### config.mk
export PLATFORM = sky130hd
export DESIGN_NAME = int_vector_seq
export DESIGN_NICKNAME = d
export VERILOG_FILES = /design/src/rtl/int_pkg.sv /design/src/rtl/int_vector_seq_arb.sv /design/src/rtl/int_vector_seq.sv
export SDC_FILE = /design/constraint.sdc
export NUM_CORES = 1
export LEC_CHECK = 0
export BUFFER_PORTS_ARGS = -buffer_cell sky130_fd_sc_hd__buf_2
export CELL_PAD_IN_SITES_DETAIL_PLACEMENT = 0
export CELL_PAD_IN_SITES_GLOBAL_PLACEMENT = 2
export CORE_ASPECT_RATIO = 1.2
export CORE_MARGIN = 5
export CORE_UTILIZATION = 21
export CTS_CLUSTER_SIZE = 8
export DETAILED_ROUTE_END_ITERATION = 12
export GPL_TIMING_DRIVEN = 0
export PLACE_DENSITY_LB_ADDON = 0.1
export SLEW_MARGIN = 15
export SYNTH_ARGS = -nofsm -noshare
export SYNTH_HDL_FRONTEND = slang
export SYNTH_SLANG_ARGS = --single-unit
### constraint.sdc
create_clock -name clk -period 1.6 [get_ports clk]
set_clock_uncertainty 0.15 [all_clocks]
set_input_delay 0.32 -clock clk [delete_from_list [all_inputs] [get_ports clk]]
set_output_delay 0.32 -clock clk [all_outputs]
set_load 0.02 [all_outputs]
### src/rtl/int_pkg.sv
// Shared definitions for the interrupt vectoring sequencer.
//   - source index constants (bit positions in the request vector)
//   - sequencer state encoding
//   - vector stride / default base address
//   - helpers: lowest set request, per-source clear strobe decode
package int_pkg;

    localparam int NUM_SRC = 5;

    localparam logic [2:0] SRC_INT0 = 3'd0;
    localparam logic [2:0] SRC_TF0  = 3'd1;
    localparam logic [2:0] SRC_INT1 = 3'd2;
    localparam logic [2:0] SRC_TF1  = 3'd3;
    localparam logic [2:0] SRC_SER  = 3'd4;

    localparam logic [15:0] VEC_STRIDE       = 16'd8;
    localparam logic [15:0] VEC_BASE_DEFAULT = 16'h0003;

    typedef enum logic {
        ST_IDLE = 1'b0,
        ST_REQ  = 1'b1
    } state_t;

    // Lowest set bit wins (bit0 = highest natural priority).
    function automatic logic [2:0] lowest_src(input logic [NUM_SRC-1:0] v);
        logic [2:0] idx;
        idx = SRC_SER;
        for (int i = NUM_SRC - 1; i >= 0; i--) begin
            if (v[i]) idx = 3'(i);
        end
        return idx;
    endfunction

    // Serial flags (RI/TI) are cleared by software, so no strobe for SRC_SER.
    function automatic logic [NUM_SRC-1:0] src_clear(input logic [2:0] idx);
        logic [NUM_SRC-1:0] clr;
        clr = '0;
        case (idx)
            SRC_INT0: clr[SRC_INT0] = 1'b1;
            SRC_TF0:  clr[SRC_TF0]  = 1'b1;
            SRC_INT1: clr[SRC_INT1] = 1'b1;
            SRC_TF1:  clr[SRC_TF1]  = 1'b1;
            default:  clr = '0;
        endcase
        return clr;
    endfunction

endpackage

### src/rtl/int_vector_seq_arb.sv
// int_prio_arb: combinational two-level priority arbiter.
// Ports:
//   req       in  5  enabled request vector
//   ip        in  5  per-source priority level (1 = high)
//   elig_hi   in  1  high-level sources may win
//   elig_lo   in  1  low-level sources may win
//   win_valid out 1  a winner exists
//   win_idx   out 3  winning source index
//   win_level out 1  level of the winner (1 = high)
module int_prio_arb
    import int_pkg::*;
(
    input  logic [NUM_SRC-1:0] req,
    input  logic [NUM_SRC-1:0] ip,
    input  logic               elig_hi,
    input  logic               elig_lo,
    output logic               win_valid,
    output logic [2:0]         win_idx,
    output logic               win_level
);

    logic [NUM_SRC-1:0] hi_req;
    logic [NUM_SRC-1:0] lo_req;

    always_comb begin
        hi_req    = req & ip  & {NUM_SRC{elig_hi}};
        lo_req    = req & ~ip & {NUM_SRC{elig_lo}};
        win_valid = (|hi_req) | (|lo_req);
        win_level = |hi_req;
        win_idx   = (|hi_req) ? lowest_src(hi_req) : lowest_src(lo_req);
    end

endmodule

### src/rtl/int_vector_seq.sv
// Interrupt vectoring sequencer for the 8051 core.
// Arbitrates enabled requests at instruction boundaries, presents the
// winning vector via irq_req/irq_ack, tracks two-level in-service state
// until RETI and strobes hardware-cleared flags on vectoring.
// Build option: INT_NESTING_EN enables the high priority level (IP) and
// nesting; without it every source is low level and in_service[1] is 0.
// Ports:
//   clk            in   1   core clock
//   rst_n          in   1   asynchronous active-low reset
//   interupt       in   5   enabled requests {SER, TF1, INT1, TF0, INT0}
//   IP             in   5   priority bits (1 = high)
//   instr_boundary in   1   CPU may be interrupted this cycle
//   reti           in   1   CPU executed RETI
//   irq_ack        in   1   CPU accepted the vector
//   irq_req        out  1   vector request
//   irq_vec        out  16  vector address, valid with irq_req
//   clr_src        out  5   one-cycle flag clear strobes
//   in_service     out  2   {high active, low active}
//
// state   | meaning
// ST_IDLE | waiting for an instruction boundary with an eligible request
// ST_REQ  | winner latched, irq_req held until irq_ack
module int_vector_seq
    import int_pkg::*;
#(
    parameter logic [15:0] VEC_BASE = VEC_BASE_DEFAULT
) (
    input  logic               clk,
    input  logic               rst_n,
    input  logic [NUM_SRC-1:0] interupt,
    input  logic [NUM_SRC-1:0] IP,
    input  logic               instr_boundary,
    input  logic               reti,
    input  logic               irq_ack,
    output logic               irq_req,
    output logic [15:0]        irq_vec,
    output logic [NUM_SRC-1:0] clr_src,
    output logic [1:0]         in_service
);

    state_t             state_q, state_d;
    logic [2:0]         idx_q;
    logic               level_q;
    logic [15:0]        vec_q;
    logic [1:0]         is_q, is_d;
    logic               holdoff_q;
    logic [NUM_SRC-1:0] clr_q, clr_d;
    logic [NUM_SRC-1:0] ip_eff;
    logic               elig_hi, elig_lo;
    logic               win_valid, win_level;
    logic [2:0]         win_idx;
    logic               arb_go, ack_go;

`ifdef INT_NESTING_EN
    assign ip_eff  = IP;
    assign elig_hi = ~is_q[1] & ~holdoff_q;
`else
    logic unused_ip;
    assign unused_ip = ^IP;
    assign ip_eff    = '0;
    assign elig_hi   = 1'b0;
`endif
    assign elig_lo = (is_q == 2'b00) & ~holdoff_q;

    int_prio_arb u_arb (
        .req       (interupt),
        .ip        (ip_eff),
        .elig_hi   (elig_hi),
        .elig_lo   (elig_lo),
        .win_valid (win_valid),
        .win_idx   (win_idx),
        .win_level (win_level)
    );

    always_comb begin
        state_d = state_q;
        arb_go  = 1'b0;
        ack_go  = 1'b0;
        is_d    = is_q;
        clr_d   = '0;
        case (state_q)
            ST_IDLE: begin
                // A boundary coinciding with RETI is never arbitrated.
                if (instr_boundary && !reti && win_valid) begin
                    arb_go  = 1'b1;
                    state_d = ST_REQ;
                end
            end
            ST_REQ: begin
                if (irq_ack) begin
                    ack_go  = 1'b1;
                    state_d = ST_IDLE;
                end
            end
            default: state_d = ST_IDLE;
        endcase
        // RETI retires the pre-existing level before a simultaneous ack sets the new one.
        if (reti) begin
            if (is_d[1]) is_d[1] = 1'b0;
            else         is_d[0] = 1'b0;
        end
        if (ack_go) begin
            is_d[level_q] = 1'b1;
            clr_d         = src_clear(idx_q);
        end
`ifndef INT_NESTING_EN
        is_d[1] = 1'b0;
`endif
    end

    always_ff @(posedge clk or negedge rst_n) begin
        if (!rst_n) state_q <= ST_IDLE;
        else        state_q <= state_d;
    end

    always_ff @(posedge clk or negedge rst_n) begin
        if (!rst_n) begin
            idx_q     <= '0;
            level_q   <= 1'b0;
            vec_q     <= '0;
            is_q      <= '0;
            holdoff_q <= 1'b0;
            clr_q     <= '0;
        end else begin
            if (arb_go) begin
                idx_q   <= win_idx;
                level_q <= win_level;
                vec_q   <= VEC_BASE + VEC_STRIDE * {13'b0, win_idx};
            end
            is_q  <= is_d;
            clr_q <= clr_d;
            // The first IDLE boundary after RETI only drops holdoff, so one instruction runs.
            if (reti)
                holdoff_q <= 1'b1;
            else if (instr_boundary && state_q == ST_IDLE)
                holdoff_q <= 1'b0;
        end
    end

    // Decoded from the state register so reset drops the request immediately.
    assign irq_req    = (state_q == ST_REQ);
    assign irq_vec    = vec_q;
    assign clr_src    = clr_q;
    assign in_service = is_q;

endmodule

==> results of run 1 <==
-- synth_stat cells (2+ instances only) --
| master | n | area (µm²) |
|---|---|---|
| nand2_1 | 2 | 7.51 |
| dfrtp_1 | 11 | 275 |
| nor2_1 | 2 | 7.51 |
| a31oi_1 | 2 | 12.5 |
| buf_4 | 14 | 105 |
| mux2i_1 | 2 | 20.0 |
| inv_1 | 4 | 15.0 |
| o21ai_0 | 3 | 15.0 |
| nor4_1 | 4 | 25.0 |
-- where the power goes --
| group | internal, mW | switching, mW |
|---|---|---|
| clock network | 0.0960 | 0.0819 |
| logic | 0.0755 | 0.121 |
| registers | 0.307 | 0.0310 |
-- registers in the layout, indices dropped and copies added, names as in the netlist --
name and cells:
holdoff_q 1, irq_req 1, in_service 1, irq_vec 2
clr_src 4, idx_q 2
-- worst register-to-register path, stage by stage (launching register included) --
cell and delay, ps:
dfrtp_1 410, nor3b_1 390, o211ai_2 230, mux2i_1 160
-- worst min-delay path by stage --
stage	start	endpoint	cells past startpoint
6_report	irq_ack	irq_req	2
2_1_floorplan	rst_n	clr_src[0]	0
4_1_cts	irq_ack	irq_req	2
3_5_place_dp	rst_n	in_service[0]	1
5_1_grt	irq_ack	irq_req	2
3_3_place_gp	rst_n	in_service[0]	1
-- routing by layer --
metal	part of all wire, %	vias to the layer above	wire length, µm
li1	-	232	-
met3	9.8	2	114
met5	0	-	0
met1	42	195	482
met4	2.2	0	25
met2	46	19	536
-- through the flow --
stage / instances / hold WS, ps / setup slack, ps
after global routing: 123 / 104 / 14.9
final: 123 / 93.2 / 126
after detailed placement: 118 / 49.5 / -109
after CTS: 123 / 88.4 / 102
after global placement: 118 / 56.5 / -115
after floorplan: 65 / -126 / 112
-- layout make-up --
cell class | count | area [µm²]
fillers | 275 | 1750
clock buffers | 4 | 26.3
repair buffers | 21 | 110
plain buffers | 14 | 105
well taps | 33 | 41.3
inverters | 4 | 15.0
multi-input cells | 36 | 203
flip-flops and latches | 11 | 275
-- cells in the final DEF (no fill, tap or decap) --
| master | count |
|---|---|
| mux2i_1 | 2 |
| nor3_1 | 1 |
| and2b_2 | 1 |
| nor2_1 | 2 |
| a31oi_1 | 2 |
| nor4_1 | 4 |
| clkbuf_1 | 1 |
| conb_1 | 13 |
| inv_1 | 4 |
| dfrtp_1 | 11 |
| o211ai_1 | 1 |
| dlygate4sd3_1 | 1 |
| buf_2 | 20 |
| a21o_1 | 1 |
| or4_4 | 1 |
| buf_4 | 14 |
| o21ai_0 | 3 |
| nor3b_1 | 1 |
| o211ai_2 | 1 |
| nand2_1 | 2 |
| nand2b_1 | 1 |
| clkbuf_4 | 3 |
-- logic make-up (layout without fill, tap and decap cells) --
kind of cell / after synthesis / count (layout) / synth area share, %
buffers and inverters: 18 / 43 / 21.7
and+or+nand+nor: 13 / 13 / 14.3
DFF: 11 / 11 / 49.8
AOI/OAI and AO/OA: 8 / 8 / 9.95
muxes: 2 / 2 / 3.62
other: 1 / 13 / 0.678
==> results.md, run 1 <==
- Arr. time, crit path: 1450 ps
- Drt drc: 0
- Pwr Total: 0.712 mW
- Post-CTS Resized: 0
- Number of port buffers: 20
- Layout cells sized above 1: 44.4%
- Pin count of the biggest net entering global routing: 12
- Post-DP HPWL: 1020 µm
- Area grow syn2layout: 40.3%
- Die height: 66.2 µm
- Max-cap violations: 0
- Reg clk slew, reported paths: 70 ps
- F_max: 679 MHz
- Die W: 56.8 µm
- Final Util: 30.7%
- First-pass GRT wire length: 1970 µm
- Initial Util: 21.9%
- Seq cells post-synth: 11
- Avg Cell Area, Syn: 10.4 µm²
- CP max stage delay: 410 ps
- Syn Inst Count: 53
- Num CTS Buffers: 3
- Crit path required time: 1580 ps
- Critical path capture point type: register
- M2 GR Usage: 10.5%
- Syn. warnings: 0
- Crit. Startpoint: irq_req
- Diodes inserted: 0
- Setup Viol. Count Final: 0
- DP Area: 739 µm²
- Routing usage on met3: 1.95%
- Reg2reg setup slack: 130 ps
- Final net count: 106
- CTS HTree Levels: 1
- Design area: 776 µm²
- Tot GR Track Use: 6.91%
- Hold Crit Class: input port to register
- FF-to-FF End: idx_q[1]
- Synth unique cells: 18
- Synth Cell Area: 553 µm²
- Cells along the critical path: nor3b_1 > o211ai_2 > mux2i_1
- Vias in the first global route: 460
- Critical path peak fanout: 4
- Clk_lat worst skew: 260 ps
- Worst VDD drop: 0.214 mV
- Final Hold Viols: 0
- EDFF count, synth: 0
- Sequential fraction of the synthesis area: 49.8%
- P per Cell Area: 918 mW/mm²
- Clk sinks: 11
- CTS tree: yes
- Longest Clk Path Bufs: 2
- Row count: 20
- Crit path buf inv count: 0
- ANT nets after route: 0
- Hold buffer count at CTS: 1
- Met1 GRT Util: 7.78%
- Cell family with most CP delay: flip-flops
- Total grt overflow: 0
- Number of iterations in the first detailed-routing pass: 2
- Vias: 448
- Gr busiest metal: met2
- Leak Pwr: 0.431 nW
- Core Area: 0.00253 mm²
- # Post-CTS Setup Buffers: 0
- Fin crit period: 1470 ps
- Asr flop ratio synth: 100%
- Crit start category: register
- RR Startpoint: irq_req
- RSZ-0062 raised after global routing: no
- Routed WL: 1160 µm
- Critical Path Sink: idx_q[1]
- Drt initial violations: 9
- Worst path depth: 3
- Ys flop type: dfrtp_1
- Clock root buffer: clkbuf_4
- Status: complete, no violations
- Period utilization: 92.1%
- Setup_tns: 0 ps
- IO Count: 39
- RD Place Congestion: 0.694
- WL/cell: 9.41 µm
- Setup CP Type: register to register
- Depth of the most critical reg-to-reg path: 3
- Via density: 3.64
- Slowest-stage cell, CP: dfrtp_1
- Final slew viol count: 0
- Initial antenna violation count: 0
- Die area: 0.00376 mm²
Power figures use the tool's default switching activity.
==> inputs of run 2 (changes only) <==
--- a/config.mk
+++ b/config.mk
@@ -15,6 +15,7 @@
 export DETAILED_ROUTE_END_ITERATION = 12
 export GPL_TIMING_DRIVEN = 0
 export PLACE_DENSITY_LB_ADDON = 0.1
+export RECOVER_POWER = 100
 export SLEW_MARGIN = 15
 export SYNTH_ARGS = -nofsm -noshare
 export SYNTH_HDL_FRONTEND = slang
==> run 2 against run 1 <==
  * Maximum frequency barely moved
  * Global-route usage did not move
  * Sequential share of layout area grew 0.70 points
  * First-iteration DRC count decreased by 33%
  * Power shrank 1.2%
  * Utilization decreased by 0.59 points
  * Wire length up 0.26%
  * Non-clock buffer count is the same
  * Via count fell by 0.45%
  * Register-to-register slack barely moved
  * Largest power group unchanged
  * Highest routed layer unchanged
==> results.md, run 2 (synthesized netlist as in run 1, its figures left out) <==
- Status: complete, no violations
- Drt drc: 0
- Initial antenna violation count: 0
- Commonest non-fill, non-tap cell in the layout: buf_4
- Hold Crit Class: input port to register
- Worst VDD drop: 0.214 mV
- Footprint of the multi-input gates: 203 µm²
- Fin crit period: 1470 ps
- Diodes inserted: 0
- Critical path peak fanout: 4
- ANT nets after route: 0
- Vias in the first global route: 460
- Number of port buffers: 20
- CTS tree: yes
- Arr. time, crit path: 1450 ps
- Register area: 275 µm²
- Setup CP Type: register to register
- Final net count: 106
- # fillers: 280
- Post-CTS Resized: 0
- # Post-CTS Setup Buffers: 0
- Crit path required time: 1580 ps
- Final slew viol count: 0
- Initial Util: 21.9%
- Final Hold Viols: 0
- Tot GR Track Use: 6.91%
- Relative slew slack: 62.4%
- Area grow syn2layout: 37.6%
- RSZ-0062 raised after global routing: no
- P per Cell Area: 925 mW/mm²
- Worst-Margin Slew: 564 ps
- Reg clk slew, reported paths: 70 ps
- Die area: 0.00376 mm²
- Critical path capture point type: register
- Setup Viol. Count Final: 0
- Leak Pwr: 0.388 nW
- F_max: 678 MHz
- First-pass GRT wire length: 1970 µm
- Clk_lat worst skew: 260 ps
- Row count: 20
- Core Area: 0.00253 mm²
- Vias: 446
- Period utilization: 92.2%
- Routed WL: 1160 µm
- Longest Clk Path Bufs: 2
- Crit start category: register
- Max FFs per register: 4
- Via density: 3.63
- IO Count: 39
- Pwr Total: 0.704 mW
- Pin count of the biggest net entering global routing: 12
- Num CTS Buffers: 3
- Total grt overflow: 0
- Commonest cells after routing, fill and taps aside: buf_4 (14), conb_1 (13), clkbuf_1 (13)
- Die W: 56.8 µm
- Post-DP HPWL: 1020 µm
- Hold buffer count at CTS: 1
- Hold_ws: 93.2 ps
- Max-cap violations: 0
- RD Place Congestion: 0.694
- CTS HTree Levels: 1
- WL/cell: 9.44 µm
- Clk sinks: 11
- Die height: 66.2 µm
- Number of iterations in the first detailed-routing pass: 2
- Layout cells sized above 1: 31.1%
- Drt initial violations: 6
- Clock root buffer: clkbuf_4
[run 2: changes by cell type in the layout (fill, tap and decap cells not counted)]
| cell | change |
|---|---|
| buf_2 | -12 |
| clkbuf_1 | +12 |
[run 2: path summary, 6_finish.rpt]
path | end | depth (start not counted) | slack, ps | from
worst max-delay path | idx_q[1] | 3 | 130 | irq_req
worst min-delay path | irq_req | 2 | 90 | irq_ack
worst max register to register | idx_q[1] | 3 | 130 | irq_req
worst min register to register | clr_src[1] | 1 | 340 | idx_q[1]
max in group asynchronous | idx_q[0] | 2 | 510 | rst_n
min in group asynchronous | in_service[0] | 2 | 410 | rst_n
[run 2: layout make-up]
type / instances / share of cell area (%)
inverters: 4 / 1.97
repair buffers: 21 / 12.5
flip-flops and latches: 11 / 36.2
well taps: 33 / 5.43
clock buffers: 4 / 3.45
plain buffers: 14 / 13.8
multi-input cells: 36 / 26.6
[run 2: stage by stage]
step | util (%) | setup WS [ps] | cells | setup TNS [ps] | area [µm²]
after global routing | 30.1 | 11.9 | 123 | 0 | 761
after detailed placement | 29.3 | -109 | 118 | -322 | 739
after floorplan | - | 112 | 65 | 0 | 598
final | 30.1 | 126 | 123 | 0 | 761
after CTS | 30.7 | 102 | 123 | 0 | 776
after global placement | 29.3 | -115 | 118 | -303 | 739
[run 2: critical path, stage by stage (launching register included)]
cell	delay [ps]
dfrtp_1	410
nor3b_1	390
o211ai_2	230
mux2i_1	160
[run 2: power breakdown]
group | internal, mW | total (mW) | switching (mW)
Combinational | 0.0669 | 0.188 | 0.121
Sequential | 0.307 | 0.338 | 0.0310
Clock | 0.0960 | 0.178 | 0.0817
Total | 0.470 | 0.704 | 0.234
[run 2: routing by layer]
| layer | track usage (%) | share of wire (%) |
|---|---|---|
| met5 | 0 | 0 |
| met4 | 6.09 | 2.2 |
| met3 | 1.95 | 10 |
| met2 | 10.5 | 46 |
| met1 | 7.78 | 41 |
